===== src/rtl/ex_operand_stage_pkg.sv =====
// Shared CPU constants: ALU function codes, forwarding selects, datapath defaults.
// Latency: n/a (declarations only).
// Backpressure: n/a.
package cpu_pkg;

  localparam int CPU_WIDTH = 32;
  localparam int CPU_RA_W  = 5;

  // ALU function encoding shared by decode, EX and the ALU itself
  localparam logic [3:0] ALU_ADD  = 4'd0;
  localparam logic [3:0] ALU_SUB  = 4'd1;
  localparam logic [3:0] ALU_EQ   = 4'd2;
  localparam logic [3:0] ALU_SLTU = 4'd3;
  localparam logic [3:0] ALU_SLT  = 4'd4;
  localparam logic [3:0] ALU_AND  = 4'd5;
  localparam logic [3:0] ALU_OR   = 4'd6;
  localparam logic [3:0] ALU_XOR  = 4'd7;
  localparam logic [3:0] ALU_SRL  = 4'd8;
  localparam logic [3:0] ALU_SLL  = 4'd9;
  localparam logic [3:0] ALU_SLA  = 4'd10;
  localparam logic [3:0] ALU_SRA  = 4'd11;

  // Operand source chosen by the forwarding mux
  localparam logic [1:0] FWD_NONE = 2'd0;
  localparam logic [1:0] FWD_MEM  = 2'd1;
  localparam logic [1:0] FWD_WB   = 2'd2;

endpackage


===== src/rtl/ex_operand_stage_if.sv =====
// Bundle of ID fields, MEM/WB bypass sources and EX outputs around the operand stage.
// Latency: n/a (wiring only).
// Backpressure: stall_req flows back to the front end; everything else is forward-only.
interface ex_operand_stage_if #(
  parameter int WIDTH = 32,
  parameter int RA_W  = 5
);

  logic             flush;
  logic             id_valid;
  logic [WIDTH-1:0] id_pc;
  logic [WIDTH-1:0] id_rs1_data;
  logic [WIDTH-1:0] id_rs2_data;
  logic [WIDTH-1:0] id_imm;
  logic [RA_W-1:0]  id_rs1;
  logic [RA_W-1:0]  id_rs2;
  logic [RA_W-1:0]  id_rd;
  logic [3:0]       id_alu_func;
  logic             id_src1_pc;
  logic             id_src2_imm;
  logic             id_reg_write;
  logic             id_mem_read;
  logic             id_mem_write;

  logic [RA_W-1:0]  mem_rd;
  logic             mem_reg_write;
  logic [WIDTH-1:0] mem_result;
  logic [RA_W-1:0]  wb_rd;
  logic             wb_reg_write;
  logic [WIDTH-1:0] wb_result;

  logic [WIDTH-1:0] alu_src1;
  logic [WIDTH-1:0] alu_src2;
  logic [3:0]       alu_func;
  logic [WIDTH-1:0] ex_store_data;
  logic             ex_valid;
  logic             ex_reg_write;
  logic             ex_mem_read;
  logic             ex_mem_write;
  logic [RA_W-1:0]  ex_rd;
  logic [WIDTH-1:0] ex_pc;
  logic             stall_req;
  logic [1:0]       fwd1_sel;
  logic [1:0]       fwd2_sel;

  // Pipeline side: drives ID fields and bypass sources, consumes EX outputs
  modport master (
    output flush, id_valid, id_pc, id_rs1_data, id_rs2_data, id_imm,
           id_rs1, id_rs2, id_rd, id_alu_func, id_src1_pc, id_src2_imm,
           id_reg_write, id_mem_read, id_mem_write,
           mem_rd, mem_reg_write, mem_result, wb_rd, wb_reg_write, wb_result,
    input  alu_src1, alu_src2, alu_func, ex_store_data, ex_valid,
           ex_reg_write, ex_mem_read, ex_mem_write, ex_rd, ex_pc,
           stall_req, fwd1_sel, fwd2_sel
  );

  // Operand stage side
  modport slave (
    input  flush, id_valid, id_pc, id_rs1_data, id_rs2_data, id_imm,
           id_rs1, id_rs2, id_rd, id_alu_func, id_src1_pc, id_src2_imm,
           id_reg_write, id_mem_read, id_mem_write,
           mem_rd, mem_reg_write, mem_result, wb_rd, wb_reg_write, wb_result,
    output alu_src1, alu_src2, alu_func, ex_store_data, ex_valid,
           ex_reg_write, ex_mem_read, ex_mem_write, ex_rd, ex_pc,
           stall_req, fwd1_sel, fwd2_sel
  );

endinterface


===== src/rtl/ex_operand_stage_fwd_mux.sv =====
// Bypass mux for one source register: MEM result, else WB result, else register data.
// Latency: combinational, zero cycles.
// Backpressure: none; load-use cases are kept out of MEM by the stage's stall.
module fwd_mux
  import cpu_pkg::*;
#(
  parameter int WIDTH = CPU_WIDTH,
  parameter int RA_W  = CPU_RA_W
) (
  input  logic [RA_W-1:0]  rs_i,
  input  logic [WIDTH-1:0] reg_data_i,
  input  logic [RA_W-1:0]  mem_rd_i,
  input  logic             mem_reg_write_i,
  input  logic [WIDTH-1:0] mem_result_i,
  input  logic [RA_W-1:0]  wb_rd_i,
  input  logic             wb_reg_write_i,
  input  logic [WIDTH-1:0] wb_result_i,
  output logic [WIDTH-1:0] fwd_data_o,
  output logic [1:0]       fwd_sel_o
);

  logic mem_hit;
  logic wb_hit;

  // x0 is hardwired to zero, so a write to it must never be bypassed
  assign mem_hit = mem_reg_write_i && (mem_rd_i != '0) && (mem_rd_i == rs_i);
  assign wb_hit  = wb_reg_write_i  && (wb_rd_i  != '0) && (wb_rd_i  == rs_i);

  // Youngest producer wins: MEM is newer than WB
  always_comb begin
    fwd_sel_o  = FWD_NONE;
    fwd_data_o = reg_data_i;
    if (mem_hit) begin
      fwd_sel_o  = FWD_MEM;
      fwd_data_o = mem_result_i;
    end else if (wb_hit) begin
      fwd_sel_o  = FWD_WB;
      fwd_data_o = wb_result_i;
    end
  end

endmodule


===== src/rtl/ex_operand_stage.sv =====
// ID/EX register with MEM/WB operand forwarding and load-use stall detection.
// Latency: 1 cycle ID fields -> ALU operands; forwarding adds none.
// Backpressure: stall_req (combinational) holds ID one cycle while a bubble enters EX.
module ex_operand_stage
  import cpu_pkg::*;
#(
  parameter int WIDTH = CPU_WIDTH,
  parameter int RA_W  = CPU_RA_W
) (
  input  logic            clk,
  input  logic            rst,
  ex_operand_stage_if.slave bus
);

  typedef struct packed {
    logic             valid;
    logic [WIDTH-1:0] pc;
    logic [WIDTH-1:0] rs1_data;
    logic [WIDTH-1:0] rs2_data;
    logic [WIDTH-1:0] imm;
    logic [RA_W-1:0]  rs1;
    logic [RA_W-1:0]  rs2;
    logic [RA_W-1:0]  rd;
    logic [3:0]       func;
    logic             src1_pc;
    logic             src2_imm;
    logic             reg_write;
    logic             mem_read;
    logic             mem_write;
  } ex_regs_t;

  ex_regs_t         ex_q;
  ex_regs_t         ex_d;
  logic             stall_req;
  logic             id_reads_rs2;
  logic [WIDTH-1:0] fwd_rs1;
  logic [WIDTH-1:0] fwd_rs2;

  // rs2 is a real source for reg-reg ops and for stores (store data)
  assign id_reads_rs2 = !bus.id_src2_imm || bus.id_mem_write;

  // Load in EX whose destination is read by ID: its data only exists after MEM
  always_comb begin
    stall_req = ex_q.valid && ex_q.mem_read && (ex_q.rd != '0) &&
                ((ex_q.rd == bus.id_rs1) ||
                 (id_reads_rs2 && (ex_q.rd == bus.id_rs2)));
  end

  // Next EX contents: bubble on flush or stall, else capture ID
  always_comb begin
    ex_d = '0;
    if (!(bus.flush || stall_req)) begin
      ex_d.valid     = bus.id_valid;
      ex_d.pc        = bus.id_pc;
      ex_d.rs1_data  = bus.id_rs1_data;
      ex_d.rs2_data  = bus.id_rs2_data;
      ex_d.imm       = bus.id_imm;
      ex_d.rs1       = bus.id_rs1;
      ex_d.rs2       = bus.id_rs2;
      ex_d.rd        = bus.id_rd;
      ex_d.func      = bus.id_alu_func;
      ex_d.src1_pc   = bus.id_src1_pc;
      ex_d.src2_imm  = bus.id_src2_imm;
      // An empty ID slot must not carry side effects down the pipe
      ex_d.reg_write = bus.id_valid && bus.id_reg_write;
      ex_d.mem_read  = bus.id_valid && bus.id_mem_read;
      ex_d.mem_write = bus.id_valid && bus.id_mem_write;
    end
  end

  // ID/EX pipeline register; reset value is the same all-zero bubble
  always_ff @(posedge clk) begin
    if (rst) begin
      ex_q <= '0;
    end else begin
      ex_q <= ex_d;
    end
  end

  fwd_mux #(.WIDTH(WIDTH), .RA_W(RA_W)) u_fwd_rs1 (
    .rs_i            (ex_q.rs1),
    .reg_data_i      (ex_q.rs1_data),
    .mem_rd_i        (bus.mem_rd),
    .mem_reg_write_i (bus.mem_reg_write),
    .mem_result_i    (bus.mem_result),
    .wb_rd_i         (bus.wb_rd),
    .wb_reg_write_i  (bus.wb_reg_write),
    .wb_result_i     (bus.wb_result),
    .fwd_data_o      (fwd_rs1),
    .fwd_sel_o       (bus.fwd1_sel)
  );

  fwd_mux #(.WIDTH(WIDTH), .RA_W(RA_W)) u_fwd_rs2 (
    .rs_i            (ex_q.rs2),
    .reg_data_i      (ex_q.rs2_data),
    .mem_rd_i        (bus.mem_rd),
    .mem_reg_write_i (bus.mem_reg_write),
    .mem_result_i    (bus.mem_result),
    .wb_rd_i         (bus.wb_rd),
    .wb_reg_write_i  (bus.wb_reg_write),
    .wb_result_i     (bus.wb_result),
    .fwd_data_o      (fwd_rs2),
    .fwd_sel_o       (bus.fwd2_sel)
  );

  // Operand selection and EX-side outputs
  always_comb begin
    bus.alu_src1      = ex_q.src1_pc  ? ex_q.pc  : fwd_rs1;
    bus.alu_src2      = ex_q.src2_imm ? ex_q.imm : fwd_rs2;
    bus.ex_store_data = fwd_rs2;
    bus.alu_func      = ex_q.func;
    bus.ex_valid      = ex_q.valid;
    bus.ex_reg_write  = ex_q.reg_write;
    bus.ex_mem_read   = ex_q.mem_read;
    bus.ex_mem_write  = ex_q.mem_write;
    bus.ex_rd         = ex_q.rd;
    bus.ex_pc         = ex_q.pc;
    bus.stall_req     = stall_req;
  end

endmodule


===== src/flat_wrapper.sv =====
// flat-port wrapper written by rule: the top's interface ports become plain ports
module ex_operand_stage_flat import cpu_pkg::*;
#(
  parameter int WIDTH = CPU_WIDTH,
  parameter int RA_W  = CPU_RA_W
)
  (clk, rst, bus_flush, bus_id_valid, bus_id_pc, bus_id_rs1_data, bus_id_rs2_data, bus_id_imm, bus_id_rs1, bus_id_rs2, bus_id_rd, bus_id_alu_func, bus_id_src1_pc, bus_id_src2_imm, bus_id_reg_write, bus_id_mem_read, bus_id_mem_write, bus_mem_rd, bus_mem_reg_write, bus_mem_result, bus_wb_rd, bus_wb_reg_write, bus_wb_result, bus_alu_src1, bus_alu_src2, bus_alu_func, bus_ex_store_data, bus_ex_valid, bus_ex_reg_write, bus_ex_mem_read, bus_ex_mem_write, bus_ex_rd, bus_ex_pc, bus_stall_req, bus_fwd1_sel, bus_fwd2_sel);
  ex_operand_stage_if #(.WIDTH(WIDTH), .RA_W(RA_W)) bus_i ();
  input  logic clk;
  input  logic rst;
  input wire logic [$bits(bus_i.flush)-1:0] bus_flush;
  input wire logic [$bits(bus_i.id_valid)-1:0] bus_id_valid;
  input wire logic [$bits(bus_i.id_pc)-1:0] bus_id_pc;
  input wire logic [$bits(bus_i.id_rs1_data)-1:0] bus_id_rs1_data;
  input wire logic [$bits(bus_i.id_rs2_data)-1:0] bus_id_rs2_data;
  input wire logic [$bits(bus_i.id_imm)-1:0] bus_id_imm;
  input wire logic [$bits(bus_i.id_rs1)-1:0] bus_id_rs1;
  input wire logic [$bits(bus_i.id_rs2)-1:0] bus_id_rs2;
  input wire logic [$bits(bus_i.id_rd)-1:0] bus_id_rd;
  input wire logic [$bits(bus_i.id_alu_func)-1:0] bus_id_alu_func;
  input wire logic [$bits(bus_i.id_src1_pc)-1:0] bus_id_src1_pc;
  input wire logic [$bits(bus_i.id_src2_imm)-1:0] bus_id_src2_imm;
  input wire logic [$bits(bus_i.id_reg_write)-1:0] bus_id_reg_write;
  input wire logic [$bits(bus_i.id_mem_read)-1:0] bus_id_mem_read;
  input wire logic [$bits(bus_i.id_mem_write)-1:0] bus_id_mem_write;
  input wire logic [$bits(bus_i.mem_rd)-1:0] bus_mem_rd;
  input wire logic [$bits(bus_i.mem_reg_write)-1:0] bus_mem_reg_write;
  input wire logic [$bits(bus_i.mem_result)-1:0] bus_mem_result;
  input wire logic [$bits(bus_i.wb_rd)-1:0] bus_wb_rd;
  input wire logic [$bits(bus_i.wb_reg_write)-1:0] bus_wb_reg_write;
  input wire logic [$bits(bus_i.wb_result)-1:0] bus_wb_result;
  output wire logic [$bits(bus_i.alu_src1)-1:0] bus_alu_src1;
  output wire logic [$bits(bus_i.alu_src2)-1:0] bus_alu_src2;
  output wire logic [$bits(bus_i.alu_func)-1:0] bus_alu_func;
  output wire logic [$bits(bus_i.ex_store_data)-1:0] bus_ex_store_data;
  output wire logic [$bits(bus_i.ex_valid)-1:0] bus_ex_valid;
  output wire logic [$bits(bus_i.ex_reg_write)-1:0] bus_ex_reg_write;
  output wire logic [$bits(bus_i.ex_mem_read)-1:0] bus_ex_mem_read;
  output wire logic [$bits(bus_i.ex_mem_write)-1:0] bus_ex_mem_write;
  output wire logic [$bits(bus_i.ex_rd)-1:0] bus_ex_rd;
  output wire logic [$bits(bus_i.ex_pc)-1:0] bus_ex_pc;
  output wire logic [$bits(bus_i.stall_req)-1:0] bus_stall_req;
  output wire logic [$bits(bus_i.fwd1_sel)-1:0] bus_fwd1_sel;
  output wire logic [$bits(bus_i.fwd2_sel)-1:0] bus_fwd2_sel;
  assign bus_i.flush = bus_flush;
  assign bus_i.id_valid = bus_id_valid;
  assign bus_i.id_pc = bus_id_pc;
  assign bus_i.id_rs1_data = bus_id_rs1_data;
  assign bus_i.id_rs2_data = bus_id_rs2_data;
  assign bus_i.id_imm = bus_id_imm;
  assign bus_i.id_rs1 = bus_id_rs1;
  assign bus_i.id_rs2 = bus_id_rs2;
  assign bus_i.id_rd = bus_id_rd;
  assign bus_i.id_alu_func = bus_id_alu_func;
  assign bus_i.id_src1_pc = bus_id_src1_pc;
  assign bus_i.id_src2_imm = bus_id_src2_imm;
  assign bus_i.id_reg_write = bus_id_reg_write;
  assign bus_i.id_mem_read = bus_id_mem_read;
  assign bus_i.id_mem_write = bus_id_mem_write;
  assign bus_i.mem_rd = bus_mem_rd;
  assign bus_i.mem_reg_write = bus_mem_reg_write;
  assign bus_i.mem_result = bus_mem_result;
  assign bus_i.wb_rd = bus_wb_rd;
  assign bus_i.wb_reg_write = bus_wb_reg_write;
  assign bus_i.wb_result = bus_wb_result;
  assign bus_alu_src1 = bus_i.alu_src1;
  assign bus_alu_src2 = bus_i.alu_src2;
  assign bus_alu_func = bus_i.alu_func;
  assign bus_ex_store_data = bus_i.ex_store_data;
  assign bus_ex_valid = bus_i.ex_valid;
  assign bus_ex_reg_write = bus_i.ex_reg_write;
  assign bus_ex_mem_read = bus_i.ex_mem_read;
  assign bus_ex_mem_write = bus_i.ex_mem_write;
  assign bus_ex_rd = bus_i.ex_rd;
  assign bus_ex_pc = bus_i.ex_pc;
  assign bus_stall_req = bus_i.stall_req;
  assign bus_fwd1_sel = bus_i.fwd1_sel;
  assign bus_fwd2_sel = bus_i.fwd2_sel;
  ex_operand_stage #(.WIDTH(WIDTH), .RA_W(RA_W)) u_core (.clk(clk), .rst(rst), .bus(bus_i));
endmodule

===== config.mk =====
export PLATFORM = sky130hd
export DESIGN_NAME = ex_operand_stage_flat
export DESIGN_NICKNAME = d
export VERILOG_FILES = /design/src/rtl/ex_operand_stage_pkg.sv /design/src/rtl/ex_operand_stage_if.sv /design/src/rtl/ex_operand_stage_fwd_mux.sv /design/src/rtl/ex_operand_stage.sv /design/src/flat_wrapper.sv
export SDC_FILE = /design/constraint.sdc
export NUM_CORES = 1
export LEC_CHECK = 0
export BUFFER_PORTS_ARGS = -buffer_cell sky130_fd_sc_hd__buf_2
export CELL_PAD_IN_SITES_DETAIL_PLACEMENT = 1
export CELL_PAD_IN_SITES_GLOBAL_PLACEMENT = 2
export CORE_MARGIN = 3
export CORE_UTILIZATION = 28
export DETAILED_ROUTE_END_ITERATION = 16
export HOLD_SLACK_MARGIN = 0.08
export MAX_ROUTING_LAYER = met4
export PLACE_DENSITY = 0.87
export SLEW_MARGIN = 30
export SYNTH_ARGS = -nofsm -noshare
export SYNTH_HDL_FRONTEND = slang
export SYNTH_SLANG_ARGS = --single-unit

===== constraint.sdc =====
create_clock -name clk -period 5.3 [get_ports clk]
set_input_delay 0.795 -clock clk [delete_from_list [all_inputs] [get_ports clk]]
set_output_delay 0.795 -clock clk [all_outputs]
set_load 0.1 [all_outputs]

==> impl_metrics.ini, run 1 <==
[global_route]
grt_pass1_vias = 7635
grt_pass1_wl_um = 44100
grt_max_degree = 141
grtUsageTotal_pct = 20.0
grt_antenna_before_repair = 3
grt_overflow = 0

[timing]
relSlewSlack_pct = 50.4
hold_viol = 0
tightest_slew_ns = 0.743
fmax_mhz = 235
rsz0062_at_grt = no
setup_violations = 0
slew_violations = 0
period_share_pct = 80.4
period_minus_slack_ns = 4.26
finalSetupTns_ns = 0
fin_skew_ns = 0.0148
setup_ws_ns = 1.04

[setup_path]
crit_arrival_ns = 3.47
worst-path-max-fanout = 21
slowest_delay_ns = 0.71
start_kind = input pin
rr_worst_depth = 5
path_cells = buf_2 -> or4_1 -> o21a_2 -> and3_2 -> buf_4 -> a211oi_2 -> o31ai_1 -> buf_2
slowest_stage = and3_2
path_common_cell = buf_2
required_ns = 4.51
cp-end-kind = primary output
critPathKind = input pin to primary output

[synthesis]
synthDistinctLibCells = 36
synth_xor_area_share_pct = 3.42
netlist_instances = 859
synth_area_leaders = dfxtp_1, and2_1, a221oi_2
ys_ff_latch = 153
synth_compound_area_share_pct = 18.9
ys_warn_count = 0
synth.area.mux_share_pct = 4.17
synthSimpleGateAreaFrac_pct = 21.0
synth_top_family_by_area = simple AND/OR/NAND/NOR gates
yosysTopAreaCell = dfxtp_1
syn_area_mm2 = 0.00769
synth_top_area_share_pct = 39.9
synthAdderAreaFrac_pct = 0
syn_nets = 1091
avgSynthCellArea_um2 = 8.95
ys_seq_area_share_pct = 39.9

[route]
first_pass_iters = 5
vias = 7156
drc_errors = 0
ant_nets = 0
wl_per_cell_um = 19.4
first_iter_violations = 312
viasPerCell = 4.72
routed_wirelength_um = 29500

[floorplan]
dieHeight_um = 172
die_area_mm2 = 0.0295
start_util_pct = 28.5
num_io_pins = 378
core_region_area_mm2 = 0.0270
row_count = 60
die_width_um = 172

[clock_tree]
path_clk_slew_ns = 0.08
postCtsSetupBuffers = 0
cts_resized = 0
htree_levels = 4
clock_latency_ns = 0.42
cts_tree = yes
cts.path.max_buffers = 2
cts_root_buffer = clkbuf_16
numClockSinks = 153
holdBufCountCts = 0
cts_inserted_buffers = 17

[worst_hold_path]
hold_depth = 2
min_path_type = input pin to flop

[power]
power_frac_seq_pct = 36.4
swShare_pct = 38.1
power_frac_comb_pct = 26.8
p_int_uw = 2070
p_leak_uw = 0.00486
p_clk_share_pct = 36.8
ir_drop_mv = 0.181
cellPowerDensity_mw_per_mm2 = 333
report.power.total_uw = 3350
power.switching_uw = 1280

[layout]
nets = 1391
area_growth_syn_to_layout_pct = 31.0
drive_above_1_share_pct = 41.1
final_area_mm2 = 0.0101
fillers = 3325
stdcell_count = 1517

[job]
maxCapViolCount = 0

[place]
gp_congestion = 0.856
portBuffers = 377
dp_cells = 1480
dp_hpwl_um = 22100
pre_cts_slack_ns = 0.982
placed_area_mm2 = 0.00946

[run_status]
status = completed
-- registers in the layout, summed over array words and instances (netlist names) --
name / flops
u_core.ex_q: 108
u_core.bus.alu_func: 4
u_core.bus.ex_pc: 32
u_core.bus.ex_rd: 5
u_core.bus.ex_mem_read: 1
u_core.bus.ex_valid: 1
u_core.bus.ex_reg_write: 1
u_core.bus.ex_mem_write: 1
-- power groups by stage --
stage,Clock [uW],Combinational [uW],Sequential (uW)
3_3_place_gp,0,891,1250
3_5_place_dp,0,897,1250
2_1_floorplan,0,695,1240
6_report,1230,898,1220
4_1_cts,1270,899,1220
5_1_grt,1330,942,1220
-- cells by family (layout without fill, tap and decap cells) --
logic type	after synthesis	in the layout
AO/OA/AOI/OAI	166	166
XOR/XNOR	30	30
buffers and inverters	177	490
flip-flops	153	153
multiplexers	32	32
other	0	4
AND/OR/NAND/NOR	301	301
-- metrics by stage --
step | hold slack (ns) | utilization (%)
6_report | 0.569 | 37.4
5_1_grt | 0.549 | 37.3
4_1_cts | 0.549 | 37.2
3_5_place_dp | 0.895 | 35.1
3_3_place_gp | 0.887 | 35.1
2_1_floorplan | 0.917 | -
-- per-layer routing --
layer | part of all wire, % | GRT usage, % | up-vias
met3 | 5.5 | 3.98 | 24
met4 | 1.5 | 5.21 | 0
met1 | 43 | 24.2 | 3433
li1 | - | - | 3460
met2 | 50 | 34.2 | 239
met5 | 0 | - | -
-- synth_stat cells --
cell type,n
dfxtp_1,153
and2_1,152
nor2_1,67
inv_1,66
buf_4,48
clkbuf_1,38
nor3_1,35
nand2_1,33
a21oi_1,32
a31oi_1,32
mux2i_1,32
o31ai_1,32
a221oi_2,29
a211oi_2,19
xnor2_1,17
buf_6,16
a211oi_1,13
xor2_1,13
buf_2,7
and3_1,4
a221oi_1,3
or4_1,3
nand4_1,2
a211oi_4,1
buf_1,1
inv_2,1
nand3_1,1
nand3_2,1
nand4_4,1
nor2_2,1
o211a_1,1
o21a_1,1
o21ai_0,1
o22ai_1,1
o311a_1,1
or3_1,1
-- worst paths after layout --
kind	endpoint	slack, ns	from
setup / recovery	bus_alu_src1[2]	1.04	bus_wb_rd[0]
setup reg to reg	u_core.ex_q[43]$_SDFF_PP0_	2.90	u_core.bus.ex_rd[1]$_SDFF_PP0_
hold / removal	u_core.ex_q[4]$_SDFF_PP0_	0.57	bus_id_src1_pc
hold reg to reg	u_core.ex_q[4]$_SDFF_PP0_	0.89	u_core.bus.ex_valid$_SDFF_PP0_
-- layout make-up --
cell class	instances	area [um^2]	share of cell area, %
diodes	4	10.0	0.0994
clock buffers	19	443	4.40
clock inverters	13	134	1.33
inverters	67	251	2.50
multi-input cells	529	3680	36.5
flip-flops and latches	153	3070	30.5
well taps	341	427	4.24
repair buffers	391	2060	20.4
-- critical path: cells and delay by family --
| family | cells | cell delay [ns] |
|---|---|---|
| buffers and inverters | 3 | 1.00 |
| AO/OA/AOI/OAI | 3 | 0.84 |
| AND/OR/NAND/NOR | 2 | 0.82 |
-- cells in the final DEF (no fill, tap or decap), types with 3 or more instances in the layout --
| cell | n |
|---|---|
| buf_2 | 376 |
| and2_1 | 152 |
| dfxtp_1 | 151 |
| nor2_1 | 66 |
| inv_1 | 66 |
| nor3_1 | 34 |
| nand2_1 | 33 |
| a31oi_1 | 32 |
| o31ai_1 | 32 |
| mux2i_1 | 32 |
| a21oi_1 | 32 |
| a221oi_2 | 29 |
| a211oi_2 | 19 |
| xnor2_1 | 17 |
| clkbuf_16 | 17 |
| xor2_1 | 13 |
| a211oi_1 | 13 |
| buf_4 | 10 |
| inv_6 | 5 |
| buf_12 | 5 |
| diode_2 | 4 |
| a221oi_1 | 3 |
| and3_1 | 3 |
Note: power is estimated with default switching activity, not from simulation.
==> run 2, diff against run 1 <==
--- a/config.mk
+++ b/config.mk
@@ -9,11 +9,11 @@
 export CELL_PAD_IN_SITES_DETAIL_PLACEMENT = 1
 export CELL_PAD_IN_SITES_GLOBAL_PLACEMENT = 2
 export CORE_MARGIN = 3
-export CORE_UTILIZATION = 28
+export CORE_UTILIZATION = 26
 export DETAILED_ROUTE_END_ITERATION = 16
 export HOLD_SLACK_MARGIN = 0.08
 export MAX_ROUTING_LAYER = met4
-export PLACE_DENSITY = 0.87
+export PLACE_DENSITY = 0.81
 export SLEW_MARGIN = 30
 export SYNTH_ARGS = -nofsm -noshare
 export SYNTH_HDL_FRONTEND = slang
==> constraint.sdc (replaced) <==
create_clock -name clk -period 4 [get_ports clk]
set_input_delay 0.6 -clock clk [delete_from_list [all_inputs] [get_ports clk]]
set_output_delay 0.6 -clock clk [all_outputs]
set_load 0.1 [all_outputs]
==> run 2 against run 1 <==
Effect of this change:
- worst setup slack got worse by 0.57 ns
- sequential power increased by 33%
- critical path depth is the same
==> impl_metrics.ini, run 2 (same netlist as run 1, synthesis figures left out) <==
[route]
viasPerCell = 4.56
first_pass_iters = 4
first_iter_violations = 195
routed_wirelength_um = 30100
ant_nets = 0
wl_per_cell_um = 19.3
vias = 7141
drc_errors = 0

[power]
cellPowerDensity_mw_per_mm2 = 407
report.power.total_uw = 4720
ir_drop_mv = 0.216
p_int_uw = 3040
p_clk_share_pct = 36.0
power_frac_comb_pct = 29.6
power.switching_uw = 1680
p_leak_uw = 0.00526
power_frac_seq_pct = 34.4
swShare_pct = 35.6

[timing]
hold_viol = 0
relSlewSlack_pct = 46.9
finalSetupTns_ns = 0
slew_violations = 0
setup_violations = 0
period_share_pct = 88.3
period_minus_slack_ns = 3.53
fmax_mhz = 283
rsz0062_at_grt = no
fin_skew_ns = 0.0202
tightest_slew_ns = 0.796

[place]
gp_congestion = 0.862
dp_cells = 1526
placed_area_mm2 = 0.0109
portBuffers = 377
dp_hpwl_um = 23100

[layout]
largest_register_ffs = 108
drive_above_1_share_pct = 44.2
fillers = 3369
final_cell_mix = buf_2, and2_1, dfxtp_1
fin_util_pct = 40.0
final_area_mm2 = 0.0116
nets = 1394
top_register = u_core.ex_q
final_common_cell = buf_2
area_growth_syn_to_layout_pct = 50.6
stdcell_count = 1565

[global_route]
grt_pass1_wl_um = 44900
grt_pass1_vias = 7791
grtUsageTotal_pct = 19.2
grt_overflow = 0
grt_max_degree = 85
grt_antenna_before_repair = 6

[clock_tree]
postCtsSetupBuffers = 0
cts_tree = yes
cts.path.max_buffers = 2
cts_inserted_buffers = 17
path_clk_slew_ns = 0.07
cts_root_buffer = clkbuf_16
clock_latency_ns = 0.42
holdBufCountCts = 0
numClockSinks = 153
htree_levels = 4
cts_resized = 0

[worst_hold_path]
min_path_type = input pin to flop
min_from = bus_id_pc[5]

[floorplan]
die_area_mm2 = 0.0317
start_util_pct = 26.6
row_count = 62
die_width_um = 178
num_io_pins = 378
core_region_area_mm2 = 0.0289
dieHeight_um = 178

[job]
maxCapViolCount = 0

[setup_path]
start_kind = input pin
cp-end-kind = primary output
r2r_start = u_core.bus.ex_rd[1]$_SDFF_PP0_
worst-path-max-fanout = 19
crit_arrival_ns = 2.93
crit_start = bus_wb_rd[0]
critPathKind = input pin to primary output
required_ns = 3.40

[run_status]
status = completed
## run 2: cell types whose count changed in the layout (fill, tap and decap cells not counted), sizes merged
cell / previous run / this run
buf: 391 / 394
bufinv: 1 / 3
clkbuf: 19 / 18
clkinv: 3 / 5
diode: 4 / 9
inv: 74 / 68
## run 2: layout make-up
class                      instances  area [um^2]  area share [%]
antenna                            9         22.5           0.195
timing repair buffer             394         3300            28.5
clock inverter                    11          146            1.26
multi-input combinational        529         3860            33.3
inverter                          67          251            2.17
tap                              384          480            4.15
clock buffer                      18          450            3.89
sequential                       153         3070            26.5
## run 2: power by group through the flow
stage	Clock [uW]	Combinational [uW]	Sequential, uW
after global placement	0	1390	1660
after floorplan	0	937	1650
after CTS	1760	1400	1630
after detailed placement	0	1400	1660
final	1700	1400	1620
after global routing	1830	1460	1630
## run 2: stage by stage
stage,setup slack [ns],hold slack [ns]
floorplan,0.0463,0.722
global placement,0.283,0.799
detailed placement,0.406,0.804
CTS,0.412,0.355
global route,0.334,0.353
finish,0.470,0.375
## run 2: metal layers
layer	vias to the layer above	GRT usage, %	part of all wire (%)
li1	3461	-	-
met1	3416	22.0	41
met2	239	33.8	52
met3	25	4.69	6.6
met4	0	4.74	1.3
met5	-	-	0
## run 2: worst max-delay path, stage by stage
cell and delay, ns:
buf_2 0.12, or4_1 0.53, o21a_2 0.37, nand4_4 0.14, buf_4 0.34, mux2i_1 0.17
a221oi_2 0.41, buf_12 0.23
## run 2: worst paths after layout
path         cells after the start  slack (ns)                        endpoint
max                              8        0.47                bus_alu_src2[21]
min                              2        0.38  u_core.bus.ex_pc[5]$_SDFF_PP0_
max reg2reg                      5        1.70      u_core.ex_q[76]$_SDFF_PP0_
min reg2reg                      4        1.22      u_core.ex_q[21]$_SDFF_PP0_
==> run 3, diff against run 2 <==
--- a/config.mk
+++ b/config.mk
@@ -9,11 +9,11 @@
 export CELL_PAD_IN_SITES_DETAIL_PLACEMENT = 1
 export CELL_PAD_IN_SITES_GLOBAL_PLACEMENT = 2
 export CORE_MARGIN = 3
-export CORE_UTILIZATION = 26
+export CORE_UTILIZATION = 23
 export DETAILED_ROUTE_END_ITERATION = 16
 export HOLD_SLACK_MARGIN = 0.08
 export MAX_ROUTING_LAYER = met4
-export PLACE_DENSITY = 0.81
+export PLACE_DENSITY = 0.76
 export SLEW_MARGIN = 30
 export SYNTH_ARGS = -nofsm -noshare
 export SYNTH_HDL_FRONTEND = slang
==> constraint.sdc (replaced) <==
create_clock -name clk -period 3.2 [get_ports clk]
set_input_delay 0.48 -clock clk [delete_from_list [all_inputs] [get_ports clk]]
set_output_delay 0.48 -clock clk [all_outputs]
set_load 0.1 [all_outputs]
==> run 3 against run 2 <==
Effect of this change:
- non-clock buffer count rose by 28
- register-to-register slack lost 0.87 ns
- critical path depth unchanged
- first-iteration DRC count up 9.7%
- clock power is 21% higher
- global-route usage down 0.25 points
- flip-flop and latch count is the same
- total power grew 28%
- hold slack got worse by 0.15 ns
- worst setup slack worse by 0.39 ns
- routed wire length increased by 10%
- clock skew is 0.0089 ns lower
==> impl_metrics.ini, run 3 (same netlist as run 1, synthesis figures left out) <==
[run_status]
status = completed

[setup_path]
crit_start = bus_wb_rd[0]
regToRegEndpoint = u_core.bus.ex_pc[30]$_SDFF_PP0_
cp-end-kind = primary output
path_cells = buf_2 -> or4_1 -> o21a_2 -> buf_4 -> a31oi_1 -> a211oi_2 -> o31ai_4 -> buf_12
critPathKind = input pin to primary output
required_ns = 2.72
worst-path-max-fanout = 17
slowest_stage = or4_1
crit_arrival_ns = 2.64
r2r_setup_slack_ns = 0.83
r2r_start = u_core.bus.ex_rd[1]$_SDFF_PP0_
start_kind = input pin
slowest_delay_ns = 0.56
rr_worst_depth = 5
cp-endpoint = bus_alu_src1[26]

[clock_tree]
path_clk_slew_ns = 0.08
htree_levels = 4
cts_inserted_buffers = 17
clock_latency_ns = 0.44
cts_tree = yes
cts.path.max_buffers = 2
postCtsSetupBuffers = 0
numClockSinks = 153
cts_root_buffer = clkbuf_16

[route]
first_iter_violations = 214
first_pass_iters = 4
ant_nets = 0
routed_wirelength_um = 33200
drc_errors = 0
wl_per_cell_um = 20.1
vias = 7398
viasPerCell = 4.47

[layout]
top_register = u_core.ex_q
final_common_cell = buf_2
nets = 1422
drive_above_1_share_pct = 48.5
largest_register_ffs = 108
area_growth_syn_to_layout_pct = 68.2
multi_input_area_mm2 = 0.00462
fin_util_pct = 39.5
final_cell_mix = buf_2, and2_1, dfxtp_1
regArea_mm2 = 0.00307
fillers = 3755

[floorplan]
num_io_pins = 378
dieHeight_um = 189
start_util_pct = 23.5
die_width_um = 189
die_area_mm2 = 0.0356
core_region_area_mm2 = 0.0327
row_count = 66

[place]
gp_congestion = 0.811
dp_hpwl_um = 25900
portBuffers = 377

[timing]
rsz0062_at_grt = no
hold_viol = 0
period_share_pct = 97.6
slew_violations = 0
tightest_slew_ns = 0.686
period_minus_slack_ns = 3.12
fmax_mhz = 320
setup_violations = 0
fin_hold_ws_ns = 0.229
relSlewSlack_pct = 54.3
fin_skew_ns = 0.0113

[power]
cellPowerDensity_mw_per_mm2 = 468
p_leak_uw = 0.00568
report.power.total_uw = 6060
ir_drop_mv = 0.364

[global_route]
grt_pass1_wl_um = 49500
grt_max_degree = 65
grt_overflow = 0
grt_pass1_vias = 8083
grtUsageTotal_pct = 19.0
grt_antenna_before_repair = 9

[worst_hold_path]
min_path_type = input pin to flop
min_from = bus_id_pc[25]

[job]
maxCapViolCount = 0
==> run 3: how the worst min path moves through the flow <==
stage                                                    to  depth (start not counted)
final                       u_core.bus.ex_pc[25]$_SDFF_PP0_                          2
after global routing             u_core.ex_q[90]$_SDFF_PP0_                          2
after CTS                        u_core.ex_q[90]$_SDFF_PP0_                          2
after detailed placement     u_core.bus.ex_pc[2]$_SDFF_PP0_                          2
after global placement       u_core.bus.ex_pc[3]$_SDFF_PP0_                          2
after floorplan           u_core.bus.alu_func[0]$_SDFF_PP0_                          1
==> run 3: where the power goes <==
group	leakage [uW]	total [uW]	internal, uW	switching, uW
registers	0.00126	2020	1980	45.5
logic	0.00414	1970	686	1280
clock network	0.000280	2060	1100	965
==> run 3: metrics by stage <==
step                      setup TNS, ns  area, um^2  instances  setup slack [ns]
after detailed placement              0       12300       1613            0.0576
after CTS                             0       12900       1645          0.000765
final                                 0       12900       1654            0.0772
after global placement                0       12300       1613            0.0934
after floorplan                  -0.394        8620        859            -0.394
after global routing                  0       12900       1654            0.0318
==> run 3: metal layers <==
| metal | wire (um) | track usage, % |
|---|---|---|
| met1 | 14000 | 21.6 |
| met4 | 665 | 6.45 |
| met3 | 1650 | 4.26 |
| met2 | 16900 | 32.9 |
| met5 | 0 | - |
==> run 3: timing repair <==
action,in CTS,in global routing
setup endpoints to repair,20,18
gates resized for setup,2,3
hold buffers,0,0
==> run 3: cell type report <==
class | count | area share, %
antenna | 9 | 0.174
clock inverter | 15 | 1.17
inverter | 67 | 1.94
sequential | 153 | 23.7
timing repair buffer | 422 | 29.7
clock buffer | 17 | 3.29
tap | 442 | 4.28
multi-input combinational | 529 | 35.7
==> run 3: worst max-delay path, delay by kind of cell <==
family	cells	cell delay [ns]
buffers and inverters	3	0.55
AO/OA/AOI/OAI	4	1.04
AND/OR/NAND/NOR	1	0.56
